==> src/rtl/cdb_arbiter.sv <==
// rtl/cdb_arbiter.sv - round-robin writeback arbiter feeding the ROB/CDB result register
module cdb_arbiter #(
    parameter int FU_COUNT = 8,
    parameter int ROBID_W  = 4,
    parameter int DATA_W   = 8
) (
    input  logic                        clk,
    input  logic                        rst,
    input  logic                        flush,
    input  logic [FU_COUNT-1:0]         fu_req,
    input  logic [FU_COUNT*ROBID_W-1:0] fu_robid,
    input  logic [FU_COUNT*DATA_W-1:0]  fu_wbs,
    input  logic [FU_COUNT*DATA_W-1:0]  fu_flags,
    input  logic [FU_COUNT*DATA_W-1:0]  fu_value,
    output logic [FU_COUNT-1:0]         fu_grant,
    input  logic                        out_ready,
    output logic                        rob_transmit,
    output logic [ROBID_W-1:0]          rob_id,
    output logic [DATA_W-1:0]           rob_wbs,
    output logic [DATA_W-1:0]           rob_flags,
    output logic [DATA_W-1:0]           rob_value,
    output logic                        cdb_transmit,
    output logic [3:0]                  cdb_id,
    output logic [DATA_W-1:0]           cdb_val
);

    localparam int PTR_W = (FU_COUNT > 1) ? $clog2(FU_COUNT) : 1;

    logic                  out_valid;
    logic [ROBID_W-1:0]    id_q;
    logic [DATA_W-1:0]     wbs_q;
    logic [DATA_W-1:0]     flags_q;
    logic [DATA_W-1:0]     value_q;
    logic [PTR_W-1:0]      ptr;

    logic                  accept;
    logic                  found;
    logic [PTR_W-1:0]      off;
    logic [PTR_W:0]        sum;
    logic [PTR_W-1:0]      win;
    logic [PTR_W-1:0]      next_ptr;
    logic [2*FU_COUNT-1:0] req2;
    logic [FU_COUNT-1:0]   rot;

    // Grants are suppressed while in reset so nothing is consumed from the FUs.
    assign accept = rst & (~out_valid | out_ready) & ~flush;

    // Rotate requests so bit 0 is the FU at ptr, then take the lowest set bit.
    assign req2 = {fu_req, fu_req};
    assign rot  = req2[ptr +: FU_COUNT];

    always_comb begin
        found = 1'b0;
        off   = '0;
        for (int k = FU_COUNT - 1; k >= 0; k--) begin
            if (rot[k]) begin
                found = accept;
                off   = PTR_W'(k);
            end
        end
    end

    always_comb begin
        sum = {1'b0, ptr} + {1'b0, off};
        if (sum >= (PTR_W + 1)'(FU_COUNT)) begin
            sum = sum - (PTR_W + 1)'(FU_COUNT);
        end
        win = sum[PTR_W-1:0];
    end

    assign next_ptr = (win == PTR_W'(FU_COUNT - 1)) ? '0 : win + 1'b1;
    assign fu_grant = found ? (FU_COUNT'(1) << win) : '0;

    always_ff @(posedge clk or negedge rst) begin
        if (!rst) begin
            out_valid <= 1'b0;
            id_q      <= '0;
            wbs_q     <= '0;
            flags_q   <= '0;
            value_q   <= '0;
            ptr       <= '0;
        end else if (flush) begin
            out_valid <= 1'b0;
            id_q      <= '0;
            wbs_q     <= '0;
            flags_q   <= '0;
            value_q   <= '0;
        end else if (found) begin
            out_valid <= 1'b1;
            id_q      <= fu_robid[win*ROBID_W +: ROBID_W];
            wbs_q     <= fu_wbs[win*DATA_W +: DATA_W];
            flags_q   <= fu_flags[win*DATA_W +: DATA_W];
            value_q   <= fu_value[win*DATA_W +: DATA_W];
            ptr       <= next_ptr;
        end else if (out_ready) begin
            // Drained with nothing to replace it; fields go to 0 for the OR-bus.
            out_valid <= 1'b0;
            id_q      <= '0;
            wbs_q     <= '0;
            flags_q   <= '0;
            value_q   <= '0;
        end
    end

    assign rob_transmit = out_valid;
    assign rob_id       = id_q;
    assign rob_wbs      = wbs_q;
    assign rob_flags    = flags_q;
    assign rob_value    = value_q;
    assign cdb_transmit = out_valid & flags_q[0];
    assign cdb_id       = cdb_transmit ? wbs_q[3:0] : 4'h0;
    assign cdb_val      = cdb_transmit ? value_q : '0;

endmodule

==> config.mk <==
export PLATFORM = sky130hd
export DESIGN_NAME = cdb_arbiter
export DESIGN_NICKNAME = d
export VERILOG_FILES = /design/src/rtl/cdb_arbiter.sv
export SDC_FILE = /design/constraint.sdc
export NUM_CORES = 1
export LEC_CHECK = 0
export BUFFER_PORTS_ARGS = -buffer_cell sky130_fd_sc_hd__clkbuf_2
export CAP_MARGIN = 5
export CORE_MARGIN = 10
export CORE_UTILIZATION = 42
export CTS_CLUSTER_DIAMETER = 60
export CTS_CLUSTER_SIZE = 40
export DETAILED_ROUTE_END_ITERATION = 6
export GPL_TIMING_DRIVEN = 0
export PLACE_DENSITY = 0.8
export SYNTH_ARGS = -nofsm -noshare
export SYNTH_HDL_FRONTEND = slang
export SYNTH_SLANG_ARGS = --single-unit
==> constraint.sdc <==
create_clock -name clk -period 4.77 [get_ports clk]
set_clock_uncertainty 0.2 [all_clocks]
set_input_delay 0 -clock clk [delete_from_list [all_inputs] [get_ports clk]]
set_output_delay 0 -clock clk [all_outputs]
set_load 0.02 [all_outputs]
---- After elaboration in Yosys (flattened, before gate mapping) ----
Index checks and enable logic that the tools add are counted.
storage, ports and cells
  flip-flop bits (word level) ............. 32
  bits in latches ......................... 0
  memory bits (writable) .................. 0
  ROM bits ................................ 0
  bits of input ports ..................... 236
  output and inout bits ................... 50
  logic and storage cells ................. 59
  memories ................................ 0
cells by class
  add/sub/neg operators ................... 3
  multipliers ............................. 0
  divide/modulo/power cells ............... 0
  $lt $le $gt $ge ......................... 1
  eq/ne operators ......................... 1
  shifts and indexed selects .............. 6
  muxes and demuxes ....................... 34
  bitwise operators ....................... 6
  reductions and logical operators ........ 2
operator list
  operator                                                            count
  64-bit by 7-bit variable part select with 8-bit output              3
  8-bit two-way mux                                                   9
  32-bit by 6-bit variable part select with 4-bit output              1
  3-bit two-way mux                                                   10
  4-bit two-way mux                                                   4
  16-bit by 4-bit variable part select with 8-bit output              1
  1-bit two-way mux                                                   11
  1-bit by 3-bit << shifter with 8-bit output, first input constant   1
  3-bit by 3-bit adder with 4-bit output                              1
  4-bit >= comparator, second input constant                          1
  3-bit by 1-bit adder with 3-bit output, second input constant       1
  1-bit bitwise AND                                                   3
  3-bit == test, second input constant                                1
  3-bit nonzero test                                                  1
  3-bit by 1-bit subtractor with 3-bit output, second input constant  1
  1-bit inverter                                                      2
  2-bit AND reduction                                                 1
  1-bit bitwise OR                                                    1

---- Longest topological paths before layout ----
Gate-level depths: netlist of run 1.
  depth in word-level cells ............... 15
  gate-level depth with buffers ........... 17
  gate-level depth less buffers ........... 15

---- Worst setup path after synthesis of run 1 ----
No wires, ideal clock.
  kind .................................... reg-to-reg
  start ................................... register ptr[1]
  end ..................................... register id_q[1], in the netlist rob_id[1]
  setup time .............................. 0.130 ns
  arrival time ............................ 4.043 ns
  data required time ...................... 4.440 ns
  path slack .............................. 0.396 ns
  cell stages (with the launch flop) ...... 17
  buffers on the path ..................... 3
  period minus slack after synthesis ...... 4.374 ns
  path through ............................ dfrtp_1 buf_2 nand2b_1 a22oi_1 nor2_1 o32a_1 o211a_1 or3_1 ha_1 fa_1 buf_1 clkbuf_1 mux4_2 nand2_1 nor2_1 mux2i_1 o211ai_2
on the way
  cells in the longest elaborated chain, start to end .. 15
  elaborated cells on any way between the ends .. 25
  those cells by class .................... add/sub (2); order compare (1); shift (2); mux (19); reduce/logical (1)
ends and longest elaborated chain
  item                                                                                RTL line  text
  from (decl)                                                                         34        logic [PTR_W-1:0] ptr;
  from (signal assigned)                                                              94        ptr <= next_ptr;
  16-bit by 4-bit variable part select with 8-bit output                              50        assign rot = req2[ptr +: FU_COUNT];
  3-bit two-way mux (8 in a row)                                                      56        if (rot[k]) begin
  3-bit by 3-bit adder with 4-bit output                                              64        sum = {1'b0, ptr} + {1'b0, off};
  4-bit >= comparator or 3-bit by 1-bit subtractor with 3-bit output (tied branches)  65, 66
  3-bit two-way mux                                                                   65        if (sum >= (PTR_W + 1)'(FU_COUNT)) begin
  32-bit by 6-bit variable part select with 4-bit output                              90        id_q <= fu_robid[win*ROBID_W +: ROBID_W];
  4-bit two-way mux                                                                   88        end else if (found) begin
  4-bit two-way mux                                                                   82        end else if (flush) begin
  to (signal assigned)                                                                90
  to (decl)                                                                           30        logic [ROBID_W-1:0] id_q;
Parallel ways exist; a longest one is shown, timed or not.
A chain may end at the register's enable or synchronous reset.

---- Worst setup path after layout of run 1 ----
  start ................................... register ptr[1]
  end ..................................... output port fu_grant[1]
on the way
  cells in the longest elaborated chain, start to end .. 14
  elaborated cells on any way between the ends .. 23
  those cells by class .................... add/sub (2); order compare (1); shift (2); mux (18)
ends and longest elaborated chain
  item                                                                                RTL line  text
  16-bit by 4-bit variable part select with 8-bit output                              50
  3-bit two-way mux (8 in a row)                                                      56
  3-bit by 3-bit adder with 4-bit output                                              64
  4-bit >= comparator or 3-bit by 1-bit subtractor with 3-bit output (tied branches)  65, 66
  3-bit two-way mux                                                                   65
  1-bit by 3-bit << shifter with 8-bit output                                         72        assign fu_grant = found ? (FU_COUNT'(1) << win) : '0;
  8-bit two-way mux (*)                                                               72
  to (decl)                                                                           15        output logic [FU_COUNT-1:0] fu_grant,
Every way passes the cells marked *; elsewhere a longest branch is shown, timed or not.

==> results of run 1 <==
registers in the layout, indices dropped and copies added, names as in the netlist:
| name | flops |
|---|---|
| ptr | 3 |
| rob_value | 8 |
| rob_wbs | 8 |
| rob_flags | 8 |
| rob_id | 4 |
| rob_transmit | 1 |
worst register-to-register path, stage by stage (launching register included):
cell and delay, ps:
dfrtp_2 470, buf_2 210, nand2b_1 180, a22oi_1 190
nor2_1 60, o32a_1 330, o211a_1 210, or3_1 370
ha_1 220, fa_2 660, buf_4 250, buf_4 270
mux4_2 340, nand2_1 110, nor2_1 50, mux2i_1 200
o211ai_2 110
worst min-delay path by stage:
stage                              end  cells past startpoint
final                       rob_wbs[5]                      4
after global placement    rob_flags[2]                      1
after floorplan                 ptr[0]                      0
after CTS                   rob_wbs[5]                      4
after global routing      rob_flags[7]                      4
after detailed placement  rob_flags[4]                      1
metal layers:
layer / track usage, % / wire length (um) / vias up
met1: 27.9 / 7280 / 2497
met5: 0 / 0 / -
met2: 46.1 / 10300 / 232
met3: 7.85 / 1660 / 32
li1: - / - / 2323
met4: 8.32 / 471 / 0
power groups by stage:
stage,combinational (mW),sequential [mW],clock [mW]
3_5_place_dp,5.01,0.423,0
2_1_floorplan,3.76,0.476,0
4_1_cts,5.08,0.418,0.244
3_3_place_gp,4.92,0.421,0
6_report,5.09,0.421,0.244
5_1_grt,5.46,0.431,0.256
final cells by class:
class	instances	area, um^2	share of cell area [%]
inverter	6	22.5	0.365
multi-input combinational	386	3360	54.5
sequential	32	802	13.0
timing repair buffer	282	1430	23.2
tap	136	170	2.76
clock buffer	7	96.3	1.56
buffer	47	283	4.58
through the flow:
stage	setup slack [ps]	instances	hold WS (ps)
2_1_floorplan	396	471	-496
3_3_place_gp	-640	885	-49.5
3_5_place_dp	-654	885	-30.6
4_1_cts	13.4	896	10.9
5_1_grt	11.1	896	37.4
6_report	208	896	16.5
Yosys cell counts, types with 2 or more instances:
| cell type | number |
|---|---|
| nand2_1 | 96 |
| nor2_1 | 68 |
| mux4_2 | 56 |
| dfrtp_1 | 32 |
| mux2i_1 | 30 |
| o211ai_2 | 27 |
| clkbuf_1 | 25 |
| nor3_1 | 20 |
| and3_1 | 13 |
| buf_2 | 10 |
| buf_6 | 8 |
| nand2b_1 | 8 |
| ha_1 | 6 |
| nor4_1 | 6 |
| inv_1 | 5 |
| a221oi_1 | 4 |
| buf_1 | 4 |
| nor2b_1 | 4 |
| nor3b_1 | 4 |
| nor3b_2 | 4 |
| a21oi_1 | 3 |
| o21ai_0 | 3 |
| and2_1 | 2 |
| mux2_2 | 2 |
| nor4_2 | 2 |
| o211ai_1 | 2 |
| or4_4 | 2 |
cell families after synthesis:
logic type	count (synthesis)
AOI/OAI and AO/OA	52
xor gates and xnor gates	3
adders and majority gates	7
buffers and inverters	53
DFF	32
muxes	89
and+or+nand+nor	235
timing repair:
action	CTS	global route
gates cloned	0	0
hold buffers	4	0
setup endpoints to repair	32	35
hold endpoints to repair	41	0
gates resized for setup	11	22
==> out/metrics.yaml, run 1 <==
maxSlewHeadroom_pct: 40.0
hpwl_um: 16400
synth_edf_count: 0
synth_top_family_by_area: "multiplexers"
seqPwrFrac_pct: 7.3
synth-compound-area-share_pct: 12.1
p_total_mw: 5.76
cap_violations: 0
diodes: 0
hold_class: "in2reg"
synthMuxAreaShare_pct: 36.0
crit_slowest_cell: "fa_2"
setup_viol: 0
p_per_area_nw_per_um2: 934
gp_congestion: 0.880
fin_crit_ps: 4560
pin_count: 286
cp-start-kind: "flip-flop"
drtIter0Drc: 315
crit_end: "fu_grant[1]"
yosysUniqueCellTypes: 52
finalHoldViolations: 0
worstPathMaxFanout: 10
nFillCells: 977
vias: 5084
p_switching_mw: 2.91
maxSlewViolCount: 0
worstPathRequired_ps: 4570
drive_gt1_share_pct: 54.6
swShare_pct: 50.5
synthXorXnorAreaFrac_pct: 0.763
initial_core_util_pct: 43.1
cts_buffers: 5
cts_buffer_depth: 2
synthesis.nets: 714
final_cell_area_um2: 6170
grt_pass1_vias: 5756
grt_max_degree: 34
synthCells: 471
ys.flop_type: "dfrtp_1"
p_int_mw: 2.85
post-cts-setup-buffers: 0
ys_ff_latch: 32
cts_sinks: 32
synthSimpleGateAreaFrac_pct: 24.7
r2r_cells: 16
portBuffers: 278
area_growth_pct: 39.4
first_pass_iters: 5
fp.dieH_um: 123
path_delay_family: "adder cells"
clock-root-buffer: "clkbuf_8"
drc_errors: 0
ys_seq_area_share_pct: 18.1
synth.avg_cell_area_um2: 9.40
reg2reg_slack_ps: 220
grt_pass1_wl_um: 30300
nNetsFinal: 1003
syn_area_um2: 4430
worst-path-buf-inv: 5
dieArea_um2: 15000
synthAdderAreaFrac_pct: 2.15
r2r_start: "ptr[1]"
hold_path_startpoint: "fu_wbs[37]"
cts.htree.levels: 2
core_region_area_um2: 10300
worst_slew_pin_slew_ps: 900
worst-setup-path-type: "reg2out"
synth_top_area_cell: "mux4_2"
end_kind: "output port"
async_flop_share_pct: 100
cts_tree: "done"
layout_commonest_cell: "clkbuf_2"
rsz0062_at_grt: "no"
setup_tns_ps: 0
status: "finished, final reports clean"
cp-startpoint: "ptr[1]"
slowest_delay_ps: 660
utilization_pct: 60.0
rows: 37
fmax_mhz: 219
min_period_over_period_pct: 95.6
wl_per_cell_um: 22.0
path_clk_slew_ps: 80
synth.area.top_cells: "mux4_2, dfrtp_1, nand2_1, o211ai_2, mux2i_1"
final_cell_mix: "clkbuf_2, nand2_1, nor2_1, mux4_2, dfrtp_1"
die_x_um: 123
p_leak_nw: 3.23
gr-total-overflow: 0
vias_per_cell: 5.67
synth_top_cell_area_share_pct: 28.5
irDropWorstVdd_uv: 646
wl_um: 19700
clk_latency_ps: 290
r2r-end: "rob_id[1]"
arrival_ps: 4360
ys_warn_count: 0
ant_nets: 0
cp.depth: 16
p_clk_share_pct: 4.2
path_cells: "buf_2 -> nand2b_1 -> a22oi_1 -> nor2_1 -> o32a_1 -> o211a_1 -> or3_1 -> ha_1 -> fa_2 -> buf_4 -> buf_2 -> inv_1 -> ha_1 -> nand2_1 -> nor2_1 -> clkbuf_2"
post_dp_cell_area_um2: 5990
antenna_found_initial: 0
p_comb_share_pct: 88.5
global_route.usage.total_pct: 25.6
Note: power is estimated with default switching activity, not from simulation.
==> run 2: changes to the inputs <==
==> config.mk (replaced) <==
export PLATFORM = sky130hd
export DESIGN_NAME = cdb_arbiter
export DESIGN_NICKNAME = d
export VERILOG_FILES = /design/src/rtl/cdb_arbiter.sv
export SDC_FILE = /design/constraint.sdc
export NUM_CORES = 1
export LEC_CHECK = 0
export CAP_MARGIN = 5
export CORE_MARGIN = 10
export CORE_UTILIZATION = 42
export CTS_CLUSTER_DIAMETER = 60
export CTS_CLUSTER_SIZE = 40
export DETAILED_ROUTE_END_ITERATION = 6
export DONT_BUFFER_PORTS = 1
export GPL_TIMING_DRIVEN = 0
export SYNTH_ARGS = -nofsm -noshare
export SYNTH_HDL_FRONTEND = slang
export SYNTH_SLANG_ARGS = --single-unit
export TNS_END_PERCENT = 5
==> run 2 against run 1 <==
Compared with the run above: routed wire length up 0.85%; die area did not move; design area is 4.6% lower.
==> out/metrics.yaml, run 2 (same netlist as run 1, synthesis figures left out) <==
crit_end: "rob_id[1]"
cp-start-kind: "flip-flop"
end_kind: "flip-flop"
worstPathRequired_ps: 4740
worst_path_most_repeated_cell: "nor2_1"
area_growth_pct: 33.0
slowest_delay_ps: 670
worst_slew_pin_slew_ps: 1030
vias_per_cell: 6.13
portBuffers: 0
cts_sinks: 32
gp_congestion: 0.858
rows: 37
min_period_over_period_pct: 95.3
path_cells: "buf_2 -> nand2b_1 -> a22oi_1 -> nor2_1 -> o32a_1 -> o211a_1 -> or3_1 -> ha_1 -> fa_2 -> buf_4 -> clkbuf_4 -> mux4_2 -> nand2_1 -> nor2_1 -> mux2i_1 -> o211ai_2"
fin_ws_ps: 226
arrival_ps: 4510
setup_viol: 0
gr-total-overflow: 0
grt_use_met1_pct: 29.2
r2r_start: "ptr[1]"
hpwl_um: 14500
drc_errors: 0
holdPathStages: 3
reg2reg_slack_ps: 230
initial_core_util_pct: 43.1
cap_violations: 0
rsz0062_at_grt: "no"
r2r-end: "rob_id[1]"
maxSlewViolCount: 0
status: "finished, final reports clean"
core_region_area_um2: 10300
grt_pass1_wl_um: 29300
vias: 4484
hold_class: "in2reg"
maxSlewHeadroom_pct: 30.6
clk_latency_ps: 280
fin_crit_ps: 4540
cts_buffer_depth: 2
r2r_cells: 16
finalHoldViolations: 0
layout_commonest_cell: "dlygate4sd3_1"
first_pass_iters: 5
p_per_area_nw_per_um2: 946
fmax_mhz: 220
drtIter0Drc: 470
cts_buffers: 5
global_route.usage.total_pct: 25.3
p_leak_nw: 2.51
final_cell_area_um2: 5890
wl_um: 19900
grt_use_met2_pct: 44.7
dieArea_um2: 15000
post_dp_cell_area_um2: 4600
cts.htree.levels: 2
grt_pass1_vias: 4726
path_clk_slew_ps: 70
die_x_um: 123
grtUsageMet3_pct: 7.76
pin_count: 286
grt_max_degree: 18
nNetsFinal: 836
final_cell_mix: "dlygate4sd3_1, nand2_1, nor2_1, mux4_2, dfrtp_1"
fp.dieH_um: 123
cp-startpoint: "ptr[1]"
cts_tree: "done"
top_usage_layer: "met2"
clock-root-buffer: "clkbuf_8"
worst-setup-path-type: "reg2reg"
drive_gt1_share_pct: 23.6
pre_cts_ws_ps: -709
ant_nets: 0
irDropWorstVdd_uv: 513
nFillCells: 889
wl_per_cell_um: 27.2
crit_slowest_cell: "fa_2"
antenna_found_initial: 2
worstPathMaxFanout: 10
run 2: cell types whose count changed in the layout (fill, tap and decap cells not counted), sizes merged:
cell	previous run	this run
dlygate4sd3	4	114
diode	0	3
buf	21	23
clkinv	0	1
clkdlybuf4s15	1	0
clkbuf	310	31
run 2: final cells by class:
type | instances | area (um^2) | share of cell area [%]
Buffer | 47 | 270 | 4.59
Inverter | 6 | 22.5 | 0.383
Timing Repair Buffer | 115 | 1160 | 19.7
Clock inverter | 1 | 5.00 | 0.0850
Sequential cell | 32 | 802 | 13.6
Tap cell | 136 | 170 | 2.89
Antenna cell | 3 | 7.51 | 0.128
Clock buffer | 6 | 72.6 | 1.23
Multi-Input combinational cell | 386 | 3370 | 57.3
run 2: routing by layer:
layer	routed length, um	up-vias
met5	0	-
met4	408	0
met3	1760	27
met2	10600	276
met1	7150	2193
li1	-	1988
run 2: power breakdown:
| group | internal (mW) | switching, mW | total [mW] |
|---|---|---|---|
| sequential | 0.357 | 0.157 | 0.514 |
| combinational | 2.29 | 2.56 | 4.85 |
| clock | 0.0995 | 0.110 | 0.209 |
run 2: metrics by stage:
step | cells | setup TNS, ps | util, % | hold slack [ps] | power (mW)
floorplan | 471 | 0 | - | -496 | 4.24
global placement | 607 | -12550 | 44.7 | -494 | 5.16
detailed placement | 607 | -12720 | 44.7 | -494 | 5.23
CTS | 729 | 0 | 57.0 | 13.3 | 5.57
global route | 731 | 0 | 57.2 | 42.2 | 5.99
finish | 732 | 0 | 57.3 | 20.0 | 5.57
run 2: what timing repair did:
item / 4_1_cts / 5_1_grt
buffers inserted: 0 / 0
pin swaps: 0 / 0
hold buffers: 115 / 0
endpoints found under the hold margin: 61 / 0
gates resized for setup: 9 / 23
setup endpoints to repair: 32 / 26
run 2: worst min-delay path by stage:
stage                  from           end  slack, ps
5_1_grt        fu_value[39]  rob_value[7]         40
2_1_floorplan           rst        ptr[0]       -500
6_report       fu_value[39]  rob_value[7]         20
3_5_place_dp            rst    rob_wbs[7]       -490
4_1_cts        fu_value[39]  rob_value[7]         10
3_3_place_gp            rst  rob_value[0]       -490
run 2: critical path: cells and delay by family (launching register included):
family                   cells  cell delay [ps]
AND/OR/NAND/NOR              5              760
multiplexers                 2              530
AO/OA/AOI/OAI                4              840
flip-flops                   1              460
buffers and inverters        3              750
adder cells (fa/ha/maj)      2              890
